--- src/rtl/mem_port_arbiter.sv ---
// mem_port_arbiter
//   Shares one single-port memory between an instruction-fetch requester and
//   a data (load/store) requester. Data normally wins. A saturating streak
//   counter forces a fetch grant after STARVE_LIMIT back-to-back data grants
//   taken while a fetch was waiting. Each transaction is bounded by a timeout
//   that completes it with zero data and resp_err set.
//
// Ports
//   clk, rst_n           clock, asynchronous active-low reset
//   if_req, if_addr      fetch request / address (held until if_valid)
//   if_rdata, if_valid   fetch data / one-cycle completion pulse
//   d_req, d_we          data request, 1=store 0=load (held until d_valid)
//   d_addr, d_wdata      data address / store data
//   d_rdata, d_valid     load data / one-cycle completion pulse
//   resp_err             qualifies a completion pulse as a timeout
//   stall_if, stall_d    requester stalls (combinational)
//   mem_req, mem_we      registered memory request / write enable
//   mem_addr, mem_wdata  registered memory address / write data
//   mem_rdata, mem_ack   memory read data / one-cycle completion
module mem_port_arbiter #(
  parameter int STARVE_LIMIT = 4,
  parameter int TIMEOUT_CYC  = 15
) (
  input  logic        clk,
  input  logic        rst_n,
  input  logic        if_req,
  input  logic [15:0] if_addr,
  output logic [15:0] if_rdata,
  output logic        if_valid,
  input  logic        d_req,
  input  logic        d_we,
  input  logic [15:0] d_addr,
  input  logic [15:0] d_wdata,
  output logic [15:0] d_rdata,
  output logic        d_valid,
  output logic        resp_err,
  output logic        stall_if,
  output logic        stall_d,
  output logic        mem_req,
  output logic        mem_we,
  output logic [15:0] mem_addr,
  output logic [15:0] mem_wdata,
  input  logic [15:0] mem_rdata,
  input  logic        mem_ack
);

  localparam int SW = (STARVE_LIMIT < 1) ? 1 : $clog2(STARVE_LIMIT + 1);
  localparam int TW = (TIMEOUT_CYC < 2) ? 1 : $clog2(TIMEOUT_CYC + 1);

  typedef enum logic [1:0] {IDLE, BUSY_IF, BUSY_D, RESP} state_t;

  state_t        state, state_nxt;
  logic [SW-1:0] streak;
  logic [TW-1:0] wait_cnt;

  logic grant_d, grant_if, busy, done_ack, done_to;

  // State register
  // NOTE: sequential state uses non-blocking (<=) so every flop samples
  // pre-edge values; blocking here would create order-dependent races.
  always_ff @(posedge clk or negedge rst_n) begin
    if (!rst_n) state <= IDLE;
    else        state <= state_nxt;
  end

  // Next-state logic
  // NOTE: the default assignment at the top keeps every path assigned so no
  // latch is inferred.
  always_comb begin
    state_nxt = state;
    unique case (state)
      IDLE:    if (grant_d)       state_nxt = BUSY_D;
               else if (grant_if) state_nxt = BUSY_IF;
      BUSY_IF,
      BUSY_D:  if (done_ack || done_to) state_nxt = RESP;
      RESP:    state_nxt = IDLE;
      default: state_nxt = IDLE;
    endcase
  end

  // Output/decode logic: grant arbitration, completion detection, stalls.
  // Data wins unless a fetch has waited through STARVE_LIMIT data grants.
  // An ack in the final timeout cycle takes precedence over the timeout.
  always_comb begin
    busy     = (state == BUSY_IF) || (state == BUSY_D);
    grant_d  = (state == IDLE) && d_req &&
               !(if_req && (streak == SW'(STARVE_LIMIT)));
    grant_if = (state == IDLE) && if_req && !grant_d;
    done_ack = busy && mem_ack;
    done_to  = busy && !mem_ack && (wait_cnt == TW'(TIMEOUT_CYC - 1));
    stall_if = if_req & ~if_valid;
    stall_d  = d_req & ~d_valid;
  end

  // Registered datapath. Completion pulses default low, so they last
  // exactly the single RESP cycle.
  always_ff @(posedge clk or negedge rst_n) begin
    if (!rst_n) begin
      mem_req   <= 1'b0;
      mem_we    <= 1'b0;
      mem_addr  <= '0;
      mem_wdata <= '0;
      if_rdata  <= '0;
      d_rdata   <= '0;
      if_valid  <= 1'b0;
      d_valid   <= 1'b0;
      resp_err  <= 1'b0;
      streak    <= '0;
      wait_cnt  <= '0;
    end else begin
      if_valid <= 1'b0;
      d_valid  <= 1'b0;
      resp_err <= 1'b0;

      if (grant_d) begin
        mem_req   <= 1'b1;
        mem_we    <= d_we;
        mem_addr  <= d_addr;
        mem_wdata <= d_wdata;
        wait_cnt  <= '0;
        // Only data grants that overtake a waiting fetch count toward starvation.
        if (if_req && (streak != SW'(STARVE_LIMIT))) streak <= streak + 1'b1;
      end else if (grant_if) begin
        mem_req  <= 1'b1;
        mem_we   <= 1'b0;
        mem_addr <= if_addr;
        wait_cnt <= '0;
        streak   <= '0;
      end else if (done_ack) begin
        mem_req <= 1'b0;
        if (state == BUSY_IF) begin
          if_rdata <= mem_rdata;
          if_valid <= 1'b1;
        end else begin
          // Stores complete without disturbing the last load result.
          if (!mem_we) d_rdata <= mem_rdata;
          d_valid <= 1'b1;
        end
      end else if (done_to) begin
        mem_req  <= 1'b0;
        resp_err <= 1'b1;
        if (state == BUSY_IF) begin
          if_rdata <= '0;
          if_valid <= 1'b1;
        end else begin
          d_rdata <= '0;
          d_valid <= 1'b1;
        end
      end else if (busy) begin
        wait_cnt <= wait_cnt + 1'b1;
      end
    end
  end

endmodule

--- config.mk ---
export PLATFORM = sky130hd
export DESIGN_NAME = mem_port_arbiter
export DESIGN_NICKNAME = d
export VERILOG_FILES = /design/src/rtl/mem_port_arbiter.sv
export SDC_FILE = /design/constraint.sdc
export NUM_CORES = 1
export LEC_CHECK = 0
export BUFFER_PORTS_ARGS = -buffer_cell sky130_fd_sc_hd__buf_2
export CAP_MARGIN = 25
export CORE_ASPECT_RATIO = 0.9
export CORE_MARGIN = 1
export CORE_UTILIZATION = 40
export CTS_CLUSTER_DIAMETER = 150
export DETAILED_ROUTE_END_ITERATION = 12
export PLACE_DENSITY = 0.77
export SLEW_MARGIN = 20
export SYNTH_ARGS = -nofsm -noshare
export SYNTH_HDL_FRONTEND = slang
export SYNTH_SLANG_ARGS = --single-unit
--- constraint.sdc ---
create_clock -name clk -period 3.6 [get_ports clk]
set_clock_uncertainty 0.15 [all_clocks]
set_input_delay 0.18 -clock clk [delete_from_list [all_inputs] [get_ports clk]]
set_output_delay 0.18 -clock clk [all_outputs]
set_load 0.03 [all_outputs]
Word level (Yosys, flattened, before mapping) --
Cells that the tools add are included.
Storage, ports and cells: flip-flop bits (word level) 78, input port bits 70, output and inout port bits 71, logic and storage cells 101
Operators by class: add/subtract/negate cells 2, eq/ne operators 12, mux-type cells 43, bitwise gates (word level) 7, reductions and logical operators 25
Operators by type and width (number):
- $mux W16 | 11
- $mux W1 | 20
- $mux W4 | 5
- $ne A3 B3 Y1 const B | 4
- $logic_and A1 B1 Y1 | 9
- $mux W3 | 3
- $mux W2 | 3
- $pmux W2 S3 | 1
- $not A1 Y1 | 5
- $reduce_and A5 Y1 | 1
- $add A4 B1 Y4 const B | 1
- $eq A2 B2 Y1 const B | 2
- $eq A4 B4 Y1 const B | 1
- $ne A2 B2 Y1 const B | 2
- $reduce_and A2 Y1 | 2
- $reduce_and A4 Y1 | 1
- $reduce_bool A2 Y1 | 2
- $reduce_bool A4 Y1 | 1
- $add A3 B1 Y3 const B | 1
- $eq A3 B3 Y1 const B | 1
- $logic_not A1 Y1 | 3
- $reduce_and A3 Y1 | 1
- $reduce_bool A3 Y1 | 1
- $and A1 B1 Y1 | 2
- other kinds (5) | 6

Depth between registers and ports, before layout --
Gate-level depths: netlist of run 1.
depth in word-level cells 9, gate-level depth with buffers 8, depth with buffers taken out 6

Least setup slack after synthesis of run 1 --
OpenSTA, ideal clock, no wires.
kind reg2reg, start register state[0], end register mem_wdata[10], setup time 125 ps, arrival 1661 ps, required time 3325 ps, setup slack 1664 ps, stages on the path, launching flop included 8, path buffers 2, period minus slack after synthesis 1936 ps, cells stage by stage dfrtp_1 -> inv_1 -> ha_1 -> buf_2 -> nand2_1 -> a31oi_4 -> buf_4 -> mux2_2
On the way: longest elaborated chain between the ends 3
RTL lines:
- start, declared | line 52 | state_t state, state_nxt;
- start signal, assigned | line 63 | else state <= state_nxt;
- $logic_not A2 Y1 | line 86 | grant_d = (state == IDLE) && d_req &&
- $logic_and A1 B1 Y1 (2 in a row) | line 86
- end signal, assigned | line 119 | mem_wdata <= d_wdata;
- end, declared | line 42 | output logic [15:0] mem_wdata,
Every way passes these cells. A chain may end at the register's enable or synchronous reset.

Worst setup path after layout of run 1 --
start register state[0], end register mem_addr[0]
On the way: longest elaborated chain between the ends 6, elaborated cells between the ends (all ways) 8, classes of those cells mux (1); reduce/logical (7)
RTL lines:
- $logic_not A2 Y1 (*) | line 86, 88
- $logic_and A1 B1 Y1 (2 in a row) | line 86
- $logic_not A1 Y1 | line 88 | grant_if = (state == IDLE) && if_req && !grant_d;
- $logic_and A1 B1 Y1 | line 88
- $reduce_bool A2 Y1 (no line)
- end signal, assigned | line 118 | mem_addr <= d_addr;
- end signal, assigned | line 126 | mem_addr <= if_addr;
- end, declared | line 41 | output logic [15:0] mem_addr,
Every way passes the cells marked *; elsewhere a longest branch is shown, timed or not.

==> results.toml, run 1 <==
[cts]
htreeDepth = 3
cts-resized-gates = 0
cts_root_buffer = "clkbuf_8"
cts_setup_buffers = 0
clk_latency_ns = 0.35
tritoncts = "done"
cts_hold_buf = 50
clock-sinks = 78
numCtsBuffers = 9
cts.clk_slew.worst_paths_ns = 0.09
ctsLongestPathBuffers = 2

[worst_setup_path]
cp_max_fo = 26
critPathKind = "reg2reg"
rr_startpoint = "state[0]"
cp.arrival_ns = 3.09
ff2ff_path_depth = 8
cp-end-kind = "register"
r2r_end = "mem_addr[0]"
ff2ff_setup_slack_ns = 0.55
crit_required_ns = 3.64
crit_path_start_kind = "register"

[synthesis]
yosysSeqAreaShare_pct = 55.3
synth-seq-cells = 78
ys.warnings.count = 0
synth_area_leaders = "dfrtp_1, mux2_2, mux2_4"
synthCells = 272
synth.distinct_cells = 35
synth_edf_count = 0
synthArstFlopShare_pct = 100
synth.avg_cell_area_um2 = 13.0
synthesis.nets = 349
netlist_area_um2 = 3530
yosys_most_used_dff = "dfrtp_1"
netlist.area_leader.share_pct = 55.3
synth_top_area_cell = "dfrtp_1"

[placed_design]
place_area_um2 = 4300
port_buffers = 140
dp_hpwl_um = 5260
globalplace.congestion = 0.784

[floorplanning]
die_h_um = 91.1
pin_count = 141
start_util_pct = 41.2
core_um2 = 8570
die_x_um = 101
die-area_um2 = 9210
placementRows = 32

[outcome]
status = "finished clean"

[power]
ir_drop_v = 0.000352
power_density_nw_per_um2 = 863
p_leak_nw = 2.67

[global_route]
grt_overflow = 0
grt_pass1_vias = 2856
grt_pass1_wl_um = 13700
grt_usage_pct = 19.3
grt_max_degree = 79
antenna_found_initial = 0

[cells_and_area]
nFillCells = 728
area_delta_synth_final_pct = 44.0
nNetsFinal = 537
layout-drive-gt1-share_pct = 45.8
diodes = 0
stdcell_area_um2 = 5090

[worst_hold_path]
worstHoldPathType = "in2reg"
min_to = "streak[1]"
min_path_cells = 3
hold_path_startpoint = "d_req"

[sta]
slew_headroom_pct = 42.8
rsz0062_at_grt = "no"
setup_viol = 0
fin_tns_setup_ns = 0
hold_viol = 0
fin_crit_ns = 3.05
period_share_pct = 84.7
drv_slew = 0
fmaxAchievable_mhz = 328
tightest_slew_ns = 0.855
hold_ws_ns = 0.0419

[route]
drt_iter0_markers = 67
routed_wl_um = 8310
wl_per_cell_um = 14.2
drcViolationCount = 0
vias = 2739
ant_nets = 0
vias_per_cell = 4.69
dr.pass1.iters = 4

[run]
cap_violations = 0
==> cells by family after synthesis <==
family                     share of synthesized area (%)
AOI/OAI and AO/OA                                   5.81
xor gates and xnor gates                           0.744
adders and majority gates                           2.48
buffers and inverters                               3.44
DFF                                                 55.3
muxes                                               21.9
and+or+nand+nor                                     10.4
==> layout make-up <==
| type | instances | area (um^2) | area share, % |
|---|---|---|---|
| Multi-Input combinational cell | 172 | 1460 | 28.7 |
| Clock buffer | 9 | 124 | 2.43 |
| Timing Repair Buffer | 192 | 1230 | 24.2 |
| Tap cell | 119 | 149 | 2.93 |
| Clock inverter | 7 | 146 | 2.88 |
| Inverter | 7 | 26.3 | 0.516 |
| Sequential cell | 78 | 1950 | 38.4 |
==> where the power goes <==
group | internal [mW] | total, mW | switching [mW]
clock network | 0.534 | 0.863 | 0.329
logic | 0.809 | 2.12 | 1.31
registers | 1.22 | 1.41 | 0.187
total | 2.56 | 4.39 | 1.83
==> per-stage QoR <==
stage	setup WS, ns	utilization (%)	instances	power (mW)
global route	0.338	59.4	584	4.66
global placement	1.05	50.1	517	3.42
detailed placement	1.03	50.1	517	3.48
floorplan	1.66	-	272	2.93
CTS	0.590	59.1	583	4.43
finish	0.549	59.4	584	4.39
==> cells in the final DEF, fill, tap and decap left out, types with 2 or more instances in the layout <==
master / count
buf_2: 139
dfrtp_1: 78
dlygate4sd3_1: 50
mux2_2: 29
nand2_1: 26
mux2_4: 19
o21ai_0: 19
and3_1: 18
mux2i_1: 16
clkbuf_8: 9
inv_1: 7
ha_1: 7
nor2_1: 5
nand3_1: 4
a21oi_1: 4
bufinv_16: 4
nor2b_1: 3
clkinv_4: 3
nand3_4: 2
a211oi_1: 2
nand4_1: 2
xor2_1: 2
o21ai_1: 2
buf_4: 2
==> worst max-delay path, cell delays in order, from the launching register on <==
cell           delay (ns)
dfrtp_1              0.40
inv_1                0.09
ha_1                 0.34
nand2_1              0.15
a31oi_4              0.43
buf_4                0.44
mux2i_1              0.23
dlygate4sd3_1        0.58
o21ai_0              0.08
==> routing by layer <==
| metal | vias up | GRT usage [%] | share of wire [%] |
|---|---|---|---|
| li1 | 1326 | - | - |
| met1 | 1304 | 23.7 | 44 |
| met2 | 96 | 32.6 | 49 |
| met3 | 13 | 5.47 | 5.4 |
| met4 | 0 | 6.28 | 1.6 |
| met5 | - | 0 | 0 |
==> state kept, by name, summed over array words and instances, names as in the netlist <==
name       cells
if_rdata      16
state          2
wait_cnt       4
mem_wdata     16
streak         3
mem_we         1
mem_req        1
d_valid        1
mem_addr      16
if_valid       1
d_rdata       16
resp_err       1
==> worst max path at each step <==
| stage | startpoint | end | depth (start not counted) |
|---|---|---|---|
| floorplan | state[0] | mem_wdata[10] | 7 |
| global placement | state[0] | d_rdata[15] | 5 |
| detailed placement | state[0] | if_rdata[7] | 5 |
| CTS | state[0] | mem_addr[14] | 8 |
| global route | state[1] | mem_addr[0] | 8 |
| finish | state[0] | mem_addr[0] | 8 |
==> cells in the mapped netlist (all sizes together), types with 3 or more instances <==
cell     n
dfrtp   78
mux2    48
nand2   26
o21ai   22
and3    18
mux2i   16
buf      8
clkbuf   7
ha       7
inv      7
nand3    6
nor2     5
a21oi    4
nor2b    4
a31oi    3
Power figures use the tool's default switching activity.
==> run 2, diff against run 1 <==
Settings changed: ABC_AREA set to 1, PLACE_DENSITY 0.77 to 0.8.
Clock period 3.6 ns to 2.5 ns, I/O delays scaled along.
==> run 2 against run 1 <==
  * Synthesized cell count increased by 55%
  * Largest power group unchanged
  * Design area up 2.3%
  * Register-to-register slack worse by 0.40 ns
==> results.toml, run 2 <==
[synthesis]
synthArstFlopShare_pct = 100
synth-seq-cells = 78
synthCells = 421
netlist.area_leader.share_pct = 55.5
synth-adder-area-share_pct = 2.49
yosysSeqAreaShare_pct = 55.5
synth_top_family_by_area = "simple AND/OR/NAND/NOR gates"
synth.avg_cell_area_um2 = 8.35
muxShareOfSynthArea_pct = 0.285
synth_top_area_cell = "dfrtp_1"
synth-compound-area-share_pct = 6.59
netlist_area_um2 = 3510
synth_common_cells = "nand2_1, dfrtp_1, nor2_1, nand3_1, inv_1"
synth-simple-area-share_pct = 27.7
synth_edf_count = 0
synthesis.nets = 498
synth.distinct_cells = 25
synth_area_leaders = "dfrtp_1, nand2_1, nand3_1"
synth-xor-area-share_pct = 0.249
ys.warnings.count = 0
synth_most_common_cell = "nand2_1"
yosys_most_used_dff = "dfrtp_1"

[worst_setup_path]
crit_path_start_kind = "register"
cp-end-kind = "register"
cp_max_fo = 21
critPathKind = "reg2reg"
crit_start = "state[0]"
crit_required_ns = 2.57
rr_startpoint = "state[0]"
cp.arrival_ns = 2.42

[global_route]
grt_pass1_wl_um = 16200
grt_pass1_vias = 3562
grt_max_degree = 79
grt_overflow = 0
antenna_found_initial = 0
grt_usage_pct = 22.5

[route]
wl_per_cell_um = 13.2
vias_per_cell = 4.72
drt_iter0_markers = 135
routed_wl_um = 9840
vias = 3530
dr.pass1.iters = 4
drcViolationCount = 0
ant_nets = 0

[cells_and_area]
layout-drive-gt1-share_pct = 27.0
nFillCells = 703
nNetsFinal = 701
final_common_cell = "nand2_1"
multi_input_area_um2 = 1310
area_delta_synth_final_pct = 48.1
diodes = 0
post-route-util_pct = 61.0
final_cell_mix = "nand2_1, buf_2, dfrtp_1, dlygate4sd3_1, nor2_1"
seqCellArea_um2 = 1950

[cts]
numCtsBuffers = 9
cts.clk_slew.worst_paths_ns = 0.08
tritoncts = "done"
htreeDepth = 3
clk_latency_ns = 0.34
clock-sinks = 78
ctsLongestPathBuffers = 2
cts_root_buffer = "clkbuf_8"

[power]
power_density_nw_per_um2 = 1260
power_mw = 6.55
p_leak_nw = 2.94
ir_drop_v = 0.000623

[floorplanning]
placementRows = 32
pin_count = 141
die_x_um = 101
start_util_pct = 41.2
core_um2 = 8530
die-area_um2 = 9170
die_h_um = 90.9

[sta]
fin_ws_ns = 0.152
hold_viol = 0
period_share_pct = 93.9
setup_viol = 0
fmaxAchievable_mhz = 426
fin_tns_setup_ns = 0
fin_crit_ns = 2.35
tightest_slew_ns = 0.462
rsz0062_at_grt = "no"
drv_slew = 0
hold_ws_ns = 0.0710
slew_headroom_pct = 69.2

[placed_design]
port_buffers = 140
globalplace.congestion = 0.813
dp_hpwl_um = 5860
dpl_worst_slack_ns = 0.410

[worst_hold_path]
worstHoldPathType = "in2reg"
hold_path_startpoint = "mem_ack"

[outcome]
status = "finished clean"

[run]
cap_violations = 0
-- run 2: changes by cell type after synthesis, sizes merged, moves of 5 or more --
cell,before,now
mux2,48,0
nor2,5,43
inv,7,37
nand3,6,38
mux2i,16,1
a21oi,4,19
nand2,26,150
and3,18,0
buf,8,13
-- run 2: cell families after synthesis --
family	count (synthesis)
simple gates	234
fa+ha+maj	7
flops	78
xor+xnor	1
buf+inv	55
mux	1
compound gates	45
-- run 2: power by group --
part	switching (mW)	total [mW]	internal, mW	leakage (nW)
clock	0.457	1.13	0.668	0.118
sequential	0.296	2.06	1.76	1.00
combinational	2.26	3.36	1.11	1.82
-- run 2: timing repair --
item / CTS / global route
setup endpoints to repair: 0 / 15
hold buffers: 66 / 0
buffers inserted: 0 / 0
endpoints found under the hold margin: 140 / 0
resized for setup: 0 / 3
-- run 2: worst paths after layout --
kind                                 to  slack, ns  cells after the start
max reg2reg                 mem_addr[5]       0.15                      7
max                         mem_addr[5]       0.15                      7
min                         wait_cnt[2]       0.07                      6
min in group asynchronous    d_rdata[8]       0.12                      2
max in group asynchronous  mem_wdata[5]       1.49                      3
min reg2reg                     mem_req       0.32                      2
-- run 2: critical path, cell delays in order (launching register included) --
cell and delay (ns):
dfrtp_1 0.38, inv_1 0.07, ha_1 0.26, nand2_1 0.12, clkinvlp_4 0.31, a21oi_1 0.25
o21ai_0 0.10, dlygate4sd3_1 0.58
-- run 2: layer usage --
metal	vias up	track usage, %	routed length [um]
met1	1640	28.0	4110
met2	135	37.0	4900
met4	0	12.1	342
li1	1723	-	-
met5	-	0	0
met3	32	4.10	483
-- run 2: area by class of cell --
class                      instances  share of cell area [%]
clock buffer                      11                    2.52
clock inverter                     5                    2.07
inverter                          37                    2.79
multi-input combinational        288                    25.2
sequential                        78                    37.5
tap                              119                    2.86
timing repair buffer             210                    27.0
-- run 2: per-stage QoR --
stage | cells | instance area [um^2]
3_5_place_dp | 665 | 4280
5_1_grt | 748 | 5200
3_3_place_gp | 665 | 4280
6_report | 748 | 5200
2_1_floorplan | 421 | 3510
4_1_cts | 747 | 5180
==> run 3, diff against run 2 <==
Settings changed: PLACE_DENSITY 0.8 to 0.77.
Clock period 2.5 ns to 2.67 ns, I/O delays scaled along.
==> run 3 against run 2 <==
  * Die area unchanged
  * Sequential share of layout area up 0.46 points
  * Design area down 1.2%
  * Flip-flop and latch count unchanged
  * Setup slack better by 0.10 ns
  * Hold slack worse by 0.057 ns
  * Core utilization down 0.73 points
  * Routed wire length down 0.90%
  * Fmax down 2.7%
  * Sequential power down 6%
  * Largest cell class unchanged
  * Highest routed layer unchanged
==> results.toml, run 3 (synthesized netlist as in run 2, its figures left out) <==
[route]
vias = 3564
dr.pass1.iters = 8
wl_per_cell_um = 13.1
wl_met3_um = 456
drcViolationCount = 0
dr_wl_met2_um = 4840
highest_layer = "met4"
ant_nets = 0
wl_met1_um = 3970
routed_wl_um = 9750
drt_iter0_markers = 180
vias_per_cell = 4.79

[cells_and_area]
fin_cells = 744
final_common_cell = "nand2_1"
nNetsFinal = 697
nFillCells = 735
area_delta_synth_final_pct = 46.3
diodes = 0
final_cell_mix = "nand2_1, buf_2, dfrtp_1, dlygate4sd3_1, nor2_1"
layout-drive-gt1-share_pct = 27.2

[floorplanning]
placementRows = 32
pin_count = 141
die_x_um = 101
die-area_um2 = 9170
start_util_pct = 41.2
die_h_um = 90.9
core_um2 = 8530

[power]
power_mw = 6.02
p_leak_nw = 2.92
ir_drop_v = 0.000593
power_density_nw_per_um2 = 1170

[global_route]
grt_pass1_wl_um = 15900
grt_max_degree = 79
grt_pass1_vias = 3562
grt_overflow = 0
grt_usage_pct = 22.4
antenna_found_initial = 0

[cts]
cts_setup_buffers = 0
ctsLongestPathBuffers = 2
cts_hold_buf = 63
cts_root_buffer = "clkbuf_8"
tritoncts = "done"
cts.clk_slew.worst_paths_ns = 0.09
htreeDepth = 3
clock-sinks = 78
cts-resized-gates = 0
clk_latency_ns = 0.34
numCtsBuffers = 9

[worst_setup_path]
crit_family = "buffers and inverters"
r2r_end = "mem_addr[9]"
crit_path_start_kind = "register"
cp-end-kind = "register"
cp.arrival_ns = 2.55
cp_max_fo = 35
critPathKind = "reg2reg"
crit_slowest_cell = "dlygate4sd3_1"
cpPeakStageDelay_ns = 0.58
cpMostUsedCell = "inv_1"
ff2ff_setup_slack_ns = 0.26
crit_chain = "inv_1 > ha_1 > nand2_1 > inv_1 > nand2_2 > inv_2 > a21oi_1 > o21ai_0 > dlygate4sd3_1"
path_buf_inv = 4
crit_required_ns = 2.81
ff2ff_path_depth = 9
rr_startpoint = "state[0]"

[sta]
tightest_slew_ns = 0.615
rsz0062_at_grt = "no"
fmaxAchievable_mhz = 414
setup_viol = 0
period_share_pct = 90.4
slew_headroom_pct = 59.0
fin_crit_ns = 2.41
fin_tns_setup_ns = 0
drv_slew = 0
hold_viol = 0

[placed_design]
port_buffers = 140
dp_hpwl_um = 5880
dp.cells = 664
globalplace.congestion = 0.877

[worst_hold_path]
hold_path_startpoint = "mem_rdata[2]"
worstHoldPathType = "in2reg"
min_to = "d_rdata[2]"
min_path_cells = 5

[outcome]
status = "finished clean"

[run]
cap_violations = 0
==> run 3: layout make-up <==
class	instances	area (um^2)	area share (%)
Multi-Input combinational cell	288	1310	25.5
Clock buffer	9	124	2.41
Inverter	37	139	2.70
Timing Repair Buffer	206	1370	26.6
Tap cell	119	149	2.90
Clock inverter	7	96.3	1.87
Sequential cell	78	1950	38.0
==> run 3: worst register-to-register path, cell delays in order, from the launching register on <==
cell	delay, ns
dfrtp_1	0.41
inv_1	0.09
ha_1	0.23
nand2_1	0.07
inv_1	0.07
nand2_2	0.06
inv_2	0.43
a21oi_1	0.08
o21ai_0	0.21
dlygate4sd3_1	0.58
==> run 3: power by group <==
group | internal [mW] | switching [mW]
Combinational | 1.02 | 2.10
Sequential | 1.65 | 0.276
Clock | 0.530 | 0.439
Total | 3.20 | 2.82
==> run 3: per-stage QoR <==
| stage | util (%) | hold WS, ns | area (um^2) | setup WS [ns] |
|---|---|---|---|---|
| after detailed placement | 50.1 | 0.185 | 4270 | 0.501 |
| after global routing | 60.3 | 0.0124 | 5140 | 0.0297 |
| after global placement | 50.1 | 0.175 | 4270 | 0.603 |
| final | 60.3 | 0.0145 | 5140 | 0.255 |
| after floorplan | - | -0.312 | 3510 | 0.890 |
| after CTS | 60.0 | 0.00104 | 5120 | 0.299 |
==> run 3: how the worst max path moves through the flow <==
stage	endpoint	from	cells after the start	slack [ns]
after CTS	mem_addr[10]	state[0]	9	0.30
after floorplan	if_rdata[10]	state[0]	9	0.89
final	mem_addr[9]	state[0]	9	0.26
after global placement	d_rdata[5]	state[0]	8	0.60
after global routing	mem_addr[1]	state[1]	9	0.03
after detailed placement	d_rdata[6]	state[0]	8	0.50
==> run 3: per-layer routing <==
metal,vias up,track usage [%]
li1,1716,-
met1,1643,26.8
met2,160,37.6
met3,45,4.10
met4,0,13.0
met5,-,0
